==> config.mk <==
export PLATFORM = sky130hd
export DESIGN_NAME = cpu_mem_arbiter
export DESIGN_NICKNAME = d
export VERILOG_FILES = /design/src/rtl/cpu_mem_arbiter.sv
export SDC_FILE = /design/constraint.sdc
export NUM_CORES = 1
export LEC_CHECK = 0
export ABC_AREA = 1
export CAP_MARGIN = 15
export CORE_ASPECT_RATIO = 1.2
export CORE_UTILIZATION = 48
export DETAILED_ROUTE_END_ITERATION = 8
export PLACE_DENSITY = 0.88
export SLEW_MARGIN = 20
export SYNTH_ARGS = -nofsm -noshare
export SYNTH_HDL_FRONTEND = slang
export SYNTH_SLANG_ARGS = --single-unit
export TNS_END_PERCENT = 1
==> constraint.sdc <==
create_clock -name clk -period 3.1 [get_ports clk]
set_clock_uncertainty 0.05 [all_clocks]
set_input_delay 0.62 -clock clk [delete_from_list [all_inputs] [get_ports clk]]
set_output_delay 0.62 -clock clk [all_outputs]
set_load 0.005 [all_outputs]
==> src/rtl/cpu_mem_arbiter.sv <==
// rtl/cpu_mem_arbiter.sv - fetch/load-store arbiter for one single-port synchronous memory
// Define CPU_MEM_ARB_ROUND_ROBIN_EN to replace data-priority/starvation arbitration with round-robin.
module cpu_mem_arbiter #(
    parameter int ADDR_W     = 32,
    parameter int DATA_W     = 32,
    parameter int MEM_LAT    = 1,
    parameter int STARVE_MAX = 4
) (
    input  logic                clk,
    input  logic                reset,
    input  logic                if_req_valid,
    input  logic [ADDR_W-1:0]   if_req_addr,
    output logic                if_req_ready,
    output logic                if_rsp_valid,
    output logic [DATA_W-1:0]   if_rsp_data,
    input  logic                d_req_valid,
    input  logic                d_req_we,
    input  logic [ADDR_W-1:0]   d_req_addr,
    input  logic [DATA_W-1:0]   d_req_wdata,
    input  logic [DATA_W/8-1:0] d_req_be,
    output logic                d_req_ready,
    output logic                d_rsp_valid,
    output logic [DATA_W-1:0]   d_rsp_data,
    output logic                mem_en,
    output logic [DATA_W/8-1:0] mem_we,
    output logic [ADDR_W-1:0]   mem_addr,
    output logic [DATA_W-1:0]   mem_wdata,
    input  logic [DATA_W-1:0]   mem_rdata,
    output logic                busy
);

    localparam int BE_W = DATA_W / 8;
    localparam logic [3:0] LAT_INIT = 4'(MEM_LAT);

    typedef enum logic [1:0] {IDLE, ISSUE, WAIT, RESP} state_t;

    state_t              state, state_nxt;
    logic [3:0]          lat_cnt;
    logic                owner_d;
    logic [ADDR_W-1:0]   addr_q;
    logic [DATA_W-1:0]   wdata_q;
    logic [BE_W-1:0]     be_q;
    logic                we_q;
    logic                idle;
    logic                grant_d;
    logic                grant_if;
    logic                hs;

    assign idle = (state == IDLE);

`ifdef CPU_MEM_ARB_ROUND_ROBIN_EN
    // Remembers which side won the previous handshake; 1 = data.
    logic last_grant_d;

    assign grant_d = d_req_valid && !(if_req_valid && last_grant_d);

    always_ff @(posedge clk or negedge reset) begin
        if (!reset) begin
            last_grant_d <= 1'b1;
        end else if (hs) begin
            last_grant_d <= grant_d;
        end
    end
`else
    localparam logic [3:0] STARVE_LIM = 4'(STARVE_MAX);
    logic [3:0] starve_cnt;

    assign grant_d = d_req_valid && !(if_req_valid && starve_cnt == STARVE_LIM);

    always_ff @(posedge clk or negedge reset) begin
        if (!reset) begin
            starve_cnt <= 4'd0;
        end else if (idle) begin
            if (!if_req_valid || grant_if) begin
                starve_cnt <= 4'd0;
            end else if (hs && starve_cnt != STARVE_LIM) begin
                starve_cnt <= starve_cnt + 4'd1;
            end
        end
    end
`endif

    assign grant_if     = if_req_valid && !grant_d;
    assign hs           = idle && (grant_d || grant_if);
    // Readies are gated by reset so every output reads 0 while reset is held.
    assign if_req_ready = reset && idle && grant_if;
    assign d_req_ready  = reset && idle && grant_d;

    always_comb begin
        state_nxt = state;
        case (state)
            IDLE:    if (hs) state_nxt = ISSUE;
            ISSUE:   state_nxt = WAIT;
            WAIT:    if (lat_cnt == 4'd1) state_nxt = RESP;
            RESP:    state_nxt = IDLE;
            default: state_nxt = IDLE;
        endcase
    end

    always_ff @(posedge clk or negedge reset) begin
        if (!reset) begin
            state       <= IDLE;
            lat_cnt     <= 4'd0;
            owner_d     <= 1'b0;
            addr_q      <= '0;
            wdata_q     <= '0;
            be_q        <= '0;
            we_q        <= 1'b0;
            if_rsp_data <= '0;
            d_rsp_data  <= '0;
        end else begin
            state <= state_nxt;
            case (state)
                IDLE: begin
                    if (hs) begin
                        owner_d <= grant_d;
                        addr_q  <= grant_d ? d_req_addr : if_req_addr;
                        wdata_q <= grant_d ? d_req_wdata : '0;
                        be_q    <= grant_d ? d_req_be : '0;
                        we_q    <= grant_d && d_req_we;
                    end
                end
                ISSUE: lat_cnt <= LAT_INIT;
                WAIT: begin
                    lat_cnt <= lat_cnt - 4'd1;
                    if (lat_cnt == 4'd1) begin
                        if (owner_d) begin
                            d_rsp_data <= we_q ? '0 : mem_rdata;
                        end else begin
                            if_rsp_data <= mem_rdata;
                        end
                    end
                end
                default: ;
            endcase
        end
    end

    always_comb begin
        mem_en       = (state == ISSUE);
        mem_we       = (mem_en && we_q) ? be_q : '0;
        mem_addr     = mem_en ? addr_q : '0;
        mem_wdata    = mem_en ? wdata_q : '0;
        if_rsp_valid = (state == RESP) && !owner_d;
        d_rsp_valid  = (state == RESP) && owner_d;
        busy         = !idle;
    end

endmodule

==> out/qor.csv, run 1 <==
stage;metric;value;unit
cts;cts-root-buf;clkbuf_16;
pwr;vdd_drop_max;518;uV
flow_run;cap_violations;0;
floorplanning;dieArea;15400;sq um
pwr;net-switching-power;3.41;mW
timing;setup_violations;0;
worst_hold_path;min_path_type;input port to async pin;
timing;tightest_slew;1.04;ns
floorplanning;pin_count;275;
pwr;p_int;6.13;mW
pwr;total_power;9.54;mW
floorplanning;core_area;14500;sq um
drt;vias;6879;
layout;fillers;1038;
global_routing;antenna_found_initial;1;
pwr;p_leak;5.71;nW
setup_path;start_kind;register;
logic_synthesis;syn_avg_cell_area;7.57;sq um
floorplanning;start_util;49.3;%
timing;finalHoldViolations;0;
setup_path;setup.worst_path.end_class;output pin;
global_routing;grt_util_all_layers;26.9;%
global_routing;grt_pass1_vias;6658;
drt;vias_per_cell;4.88;
timing;rsz0062_at_grt;no;
logic_synthesis;synth_cell_type_count;27;
cts;ctsHtreeMaxLevel;4;
cts;worstSkewPairLatency;0.41;ns
global_routing;grt_max_degree;145;
setup_path;crit_top_cell;inv_1;
drt;drt_iter0_drc;566;
pwr;clkPwrFrac;22.2;%
layout;postLayoutCoreUtil;72.6;%
setup_path;path_class;register to output pin;
drt;avgRoutedWirePerCell;14.4;microns
global_routing;grt.overflow.total;0;
setup_path;critPathSlowestCell;clkdlybuf4s50_1;
place;place_ws;0.272;ns
timing;fin_crit;2.91;ns
cts;clockBufferDepth;2;
cts;cts.sinks;144;
cts;path_clk_slew;0.06;ns
drt;routed_wl;20300;microns
timing;finalSetupTns;0;ns
logic_synthesis;syn_nets;1088;
cts;hold_buffers;0;
cts;cts_tree;yes;
place;dp_hpwl;14000;microns
cts;cts_setup_buffers;0;
pwr;seqPwrFrac;34.3;%
drt;drt-pass1-iter-count;6;
global_routing;grt_pass1_wl;32300;microns
timing;setup_slack;0.195;ns
setup_path;worstRegToRegCells;6;
setup_path;worstPathRequired;2.43;ns
pwr;power_frac_comb;43.5;%
setup_path;crit_arrival;2.24;ns
outcome;status;completed;
drt;drc;0;
layout;synthToLayoutAreaGrowth;47.3;%
floorplanning;rows;48;
layout;drive_gt1_share;4.64;%
timing;maxSlewViolCount;0;
logic_synthesis;yosysWarnings;0;
timing;fmax;0.344;GHz
logic_synthesis;seq_area_frac_synth;50.5;%
logic_synthesis;ys_ff_latch;144;
timing;maxSlewHeadroom;30.4;%
cts;cts_buffers;17;
pwr;p_per_area;907;nW/um^2
logic_synthesis;syn-instance-count;943;
place;gp_congestion;0.806;
place;port_buffers;274;
pwr;swShare;35.8;%
floorplanning;fp.dieH;136;microns
drt;final_antenna_net_count;0;
cts;ctsResizeCount;0;
timing;final.period_utilization;93.7;%
logic_synthesis;synth_area;7140;sq um
setup_path;slowest_delay;0.53;ns
floorplanning;die_w;113;microns
setup_path;path_cells;inv_1, ha_4, buf_4, nand2_1, inv_1, clkdlybuf4s50_1;
setup_path;critical_path.max_fanout;20;
layout;finalNetCount;1340;
[power by group through the flow]
stage	clock network (mW)	logic [mW]	registers, mW
6_report	2.12	4.15	3.27
5_1_grt	2.23	4.60	3.37
4_1_cts	2.14	4.17	3.26
3_5_place_dp	0	4.14	3.27
3_3_place_gp	0	4.01	3.23
2_1_floorplan	0	2.14	3.22
[state kept, by name, indices dropped and copies added (netlist names)]
name and count:
wdata_q 32, lat_cnt 4, starve_cnt 4, state 2
be_q 4, d_rsp_data 32, addr_q 32, owner_d 1
if_rsp_data 32, we_q 1
[final timing paths]
kind / from / to / slack, ns
min in group clk: wdata_q[25]$_DFFE_PN0P_ / wdata_q[25]$_DFFE_PN0P_ / 0.43
setup reg to reg: state[0]$_DFFE_PN0P_ / d_rsp_data[27]$_DFFE_PN0P_ / 0.59
max in group asynchronous: reset / addr_q[30]$_DFFE_PN0P_ / 2.11
hold reg to reg: wdata_q[25]$_DFFE_PN0P_ / wdata_q[25]$_DFFE_PN0P_ / 0.43
hold / removal: reset / d_rsp_data[16]$_DFFE_PN0P_ / 0.30
setup / recovery: state[1]$_DFFE_PN0P_ / mem_addr[25] / 0.19
[synthesized netlist by cell type]
library cell	count	area, sq um
buf_1	6	22.5
nor2_1	16	60.1
buf_4	8	60.1
nand2_4	1	11.3
inv_4	1	6.26
nand2_1	352	1320
nand2_2	1	6.26
xor2_1	2	17.5
inv_1	182	683
a21oi_4	1	16.3
nand3_4	2	35.0
nand3_1	99	495
o21ai_0	60	300
nand2_8	1	20.0
nor2_2	1	6.26
nor2_8	1	20.0
buf_2	8	40.0
nand4_1	1	6.26
nor2_4	1	11.3
o21ai_1	11	55.1
inv_2	5	18.8
ha_1	8	100
a21boi_0	1	7.51
buf_6	13	146
clkbuf_1	14	52.6
dfrtp_1	144	3600
a21oi_1	3	15.0
[cells in the final DEF (no fill, tap or decap)]
cell / synthesis / final
a21boi_0: 1 / 1
a21oi_1: 3 / 3
a21oi_4: 1 / 1
buf_12: 0 / 1
buf_4: 8 / 7
buf_6: 13 / 1
bufinv_16: 0 / 3
clkbuf_1: 14 / 1
clkbuf_16: 0 / 17
clkbuf_8: 0 / 4
clkdlybuf4s50_1: 0 / 273
clkinv_2: 0 / 5
clkinvlp_4: 0 / 1
dfrtp_1: 144 / 144
diode_2: 0 / 1
ha_1: 8 / 7
ha_4: 0 / 1
inv_1: 182 / 182
inv_2: 5 / 5
inv_4: 1 / 1
inv_6: 0 / 1
nand2_1: 352 / 352
nand2_2: 1 / 1
nand2_4: 1 / 1
nand2_8: 1 / 1
nand3_1: 99 / 99
nand3_4: 2 / 2
nand4_1: 1 / 1
nor2_1: 16 / 16
nor2_2: 1 / 1
nor2_4: 1 / 1
nor2_8: 1 / 1
o21ai_0: 60 / 60
o21ai_1: 11 / 11
xor2_1: 2 / 2
[worst max-delay path, delay by kind of cell, from the launching register on]
family,cells,cell delay [ns]
flops,1,0.42
fa+ha+maj,1,0.29
simple gates,1,0.08
buf+inv,4,1.01
[per-stage QoR]
step                cells  hold slack (ns)  instance area, sq um
finish               1409            0.304                 10500
global route         1408            0.395                 10500
CTS                  1408            0.357                 10500
detailed placement   1376            0.415                  9890
global placement     1376            0.411                  9890
floorplan             943            0.274                  7140
[cell type report]
type | instances | area, sq um | share of cell area (%)
flip-flops and latches | 144 | 3600 | 34.3
repair buffers | 282 | 2820 | 26.8
multi-input cells | 562 | 2520 | 23.9
inverters | 188 | 708 | 6.74
clock buffers | 22 | 484 | 4.61
well taps | 200 | 250 | 2.38
clock inverters | 10 | 131 | 1.25
diodes | 1 | 2.50 | 0.0238
[cells by family after synthesis]
| kind of cell | synth area share (%) |
|---|---|
| fa+ha+maj | 1.40 |
| flops | 50.5 |
| buf+inv | 14.4 |
| compound gates | 5.52 |
| xor+xnor | 0.245 |
| simple gates | 27.9 |
[metal layers]
layer  vias up  wire (microns)  global-route usage, %
met5         -               0                      0
met4         0             915                   15.3
met3        62            1320                   6.80
met2       311           10400                   46.1
met1      3192            7670                   30.6
li1       3314               -                      -
Power figures use the tool's default switching activity.
==> run 2, diff against run 1 <==
Settings changed: CELL_PAD_IN_SITES_DETAIL_PLACEMENT set to 1, CELL_PAD_IN_SITES_GLOBAL_PLACEMENT set to 1, CORE_UTILIZATION 48 to 33, PLACE_DENSITY 0.88 to 0.86, SETUP_SLACK_MARGIN set to 0.05.
==> run 2 against run 1 <==
  * Clock-buffer cell count down 4
  * Critical path type unchanged
  * Clock power down 4%
  * Hold slack worse by 0.29 ns
  * Die area up 45%
  * Non-clock buffer count up 4
  * Cell count up 5.4%
  * Core utilization down 22 points
  * Critical endpoint is now mem_we[0]
  * Register-to-register slack better by 0.14 ns
==> out/qor.csv, run 2 (synthesis gave the netlist of run 1 again) <==
stage;metric;value;unit;change
outcome;status;completed;;unchanged
pwr;swShare;38.1;%;was 35.8%
cts;path_clk_slew;0.07;ns;was 0.06 ns
floorplanning;start_util;33.8;%;was 49.3%
global_routing;antenna_found_initial;4;;was 1
setup_path;critical_path.max_fanout;26;;was 20
pwr;total_power;9.67;mW;was 9.54 mW
drt;vias_per_cell;4.64;;was 4.88
setup_path;setup.worst_path.end_class;output pin;;unchanged
timing;setup_violations;0;;unchanged
cts;clockBufferDepth;2;;unchanged
cts;hold_buffers;0;;unchanged
global_routing;grt_pass1_wl;37700;microns;was 32300 microns
floorplanning;pin_count;275;;unchanged
global_routing;grt_pass1_vias;7295;;was 6658
drt;final_antenna_net_count;0;;unchanged
layout;multi_input_area;2520;sq um;unchanged
pwr;power_frac_comb;45.0;%;was 43.5%
drt;avgRoutedWirePerCell;16.1;microns;was 14.4 microns
floorplanning;fp.dieH;163;microns;was 136 microns
setup_path;critPathLaunch;state[1]$_DFFE_PN0P_;;unchanged
global_routing;met1_usage;24.9;%;was 30.6%
cts;cts.sinks;144;;unchanged
cts;cts_buffers;17;;unchanged
worst_hold_path;min_path_type;input port to async pin;;unchanged
setup_path;start_kind;register;;unchanged
setup_path;crit_path_end;mem_we[0];;was mem_addr[25]
floorplanning;die_w;136;microns;was 113 microns
drt;drc;0;;unchanged
cts;worstSkewPairLatency;0.42;ns;was 0.41 ns
timing;final.period_utilization;91.3;%;was 93.7%
setup_path;path_cells;inv_1, ha_4, buf_12, nand2_1, nor2_1, clkdlybuf4s50_1;;was inv_1, ha_4, buf_4, nand2_1, inv_1, clkdlybuf4s50_1
global_routing;use_met3;5.18;%;was 6.80%
pwr;net-switching-power;3.69;mW;was 3.41 mW
drt;drt-pass1-iter-count;5;;was 6
global_routing;busiest_layer;met2;;unchanged
layout;final_cells;1485;;was 1409
setup_path;path_class;register to output pin;;unchanged
timing;rsz0062_at_grt;no;;unchanged
place;dpl.cell_count;1449;;was 1376
setup_path;critPathSlowestCell;clkdlybuf4s50_1;;unchanged
timing;fmax;0.353;GHz;was 0.344 GHz
timing;maxSlewHeadroom;47.0;%;was 30.4%
cts;ctsHtreeMaxLevel;4;;unchanged
timing;finalHoldViolations;0;;unchanged
layout;synthToLayoutAreaGrowth;48.9;%;was 47.3%
timing;maxSlewViolCount;0;;unchanged
pwr;p_leak;5.71;nW;about the same
layout;regArea;3600;sq um;unchanged
pwr;vdd_drop_max;479;uV;was 518 uV
layout;finalNetCount;1344;;was 1340
drt;vias;6884;;was 6879
global_routing;grt.met2_usage;38.8;%;was 46.1%
pwr;seqPwrFrac;33.9;%;was 34.3%
layout;drive_gt1_share;5.03;%;was 4.64%
setup_path;crit_arrival;2.16;ns;was 2.24 ns
floorplanning;dieArea;22200;sq um;was 15400 sq um
place;gp_congestion;0.757;;was 0.806
layout;final_cell_mix;nand2_1, clkdlybuf4s50_1, inv_1, dfrtp_1, nand3_1;;unchanged
global_routing;grt_util_all_layers;22.1;%;was 26.9%
cts;cts_tree;yes;;unchanged
global_routing;grt_max_degree;71;;was 145
timing;setup_slack;0.270;ns;was 0.195 ns
timing;finalSetupTns;0;ns;unchanged
setup_path;worstRegToRegCells;7;;was 6
setup_path;slowest_delay;0.55;ns;was 0.53 ns
pwr;clkPwrFrac;21.1;%;was 22.2%
setup_path;rrSetupSlack;0.73;ns;was 0.59 ns
place;dp_hpwl;16600;microns;was 14000 microns
flow_run;cap_violations;0;;unchanged
timing;fin_crit;2.83;ns;was 2.91 ns
timing;whs;0.0170;ns;was 0.304 ns
drt;routed_wl;24000;microns;was 20300 microns
setup_path;cp_top_family;buffers and inverters;;unchanged
setup_path;worstPathRequired;2.43;ns;about the same
setup_path;reg2reg_to;if_rsp_data[21]$_DFFE_PN0P_;;was d_rsp_data[27]$_DFFE_PN0P_
pwr;p_int;5.99;mW;was 6.13 mW
layout;final_common_cell;nand2_1;;unchanged
place;place_ws;0.296;ns;was 0.272 ns
setup_path;r2r_start;lat_cnt[1]$_DFFE_PN0P_;;was state[0]$_DFFE_PN0P_
pwr;p_per_area;910;nW/um^2;was 907 nW/um^2
cts;cts-root-buf;clkbuf_16;;unchanged
global_routing;grt.overflow.total;0;;unchanged
timing;tightest_slew;0.795;ns;was 1.04 ns
floorplanning;core_area;21100;sq um;was 14500 sq um
cts;cts_setup_buffers;0;;unchanged
drt;drt_iter0_drc;307;;was 566
setup_path;cp_num_cells;6;;unchanged
place;port_buffers;274;;unchanged
floorplanning;rows;58;;was 48
layout;fillers;2601;;was 1038
setup_path;path_buf_inv;3;;was 4
## run 2: cell count changes in the layout (fill, tap and decap cells not counted), sizes merged
| cell | delta |
|---|---|
| clkbuf | -3 |
| buf | +3 |
| bufinv | -2 |
| inv | +4 |
| clkinvlp | +2 |
| diode | +2 |
## run 2: repair_timing
action / 4_1_cts / 5_1_grt
hold endpoints to repair: 0 / 0
resized for setup: 0 / 1
setup endpoints to repair: 0 / 1
## run 2: layout make-up
cell class                      count  area share (%)
Clock inverter                     14            1.42
Tap cell                          270            3.18
Antenna cell                        3          0.0706
Inverter                          188            6.66
Sequential cell                   144            33.9
Multi-Input combinational cell    562            23.7
Timing Repair Buffer              286            26.9
Clock buffer                       18            4.13
## run 2: worst min path at each step
stage	start	endpoint	slack, ns	cells after the start
floorplan	reset	addr_q[0]$_DFFE_PN0P_	0.27	0
global placement	addr_q[17]$_DFFE_PN0P_	addr_q[17]$_DFFE_PN0P_	0.41	2
detailed placement	addr_q[0]$_DFFE_PN0P_	addr_q[0]$_DFFE_PN0P_	0.41	2
CTS	reset	if_rsp_data[12]$_DFFE_PN0P_	0.02	1
global route	reset	if_rsp_data[12]$_DFFE_PN0P_	0.02	1
finish	reset	if_rsp_data[12]$_DFFE_PN0P_	0.02	1
## run 2: metal layers
| layer | wire length (microns) | share of wire, % |
|---|---|---|
| met4 | 1040 | 4.3 |
| met1 | 9450 | 39 |
| met2 | 12300 | 51 |
| met3 | 1150 | 4.8 |
| met5 | 13 | 0.054 |
## run 2: power groups by stage
stage	Sequential, mW	Clock (mW)	Combinational [mW]
2_1_floorplan	3.22	0	2.14
3_3_place_gp	3.23	0	4.14
3_5_place_dp	3.29	0	4.33
4_1_cts	3.28	2.09	4.38
5_1_grt	3.38	2.17	4.87
6_report	3.28	2.04	4.35
## run 2: worst register-to-register path: cells and delay by family (launching register included)
family | cells | cell delay, ns
fa+ha+maj | 1 | 0.21
flops | 1 | 0.38
compound gates | 1 | 0.16
buf+inv | 2 | 0.27
simple gates | 3 | 1.14
## run 2: through the flow
stage               area, sq um  util (%)
floorplan                  7140         -
global placement          10000      47.3
detailed placement        10000      47.3
CTS                       10600      50.1
global route              10600      50.3
finish                    10600      50.3
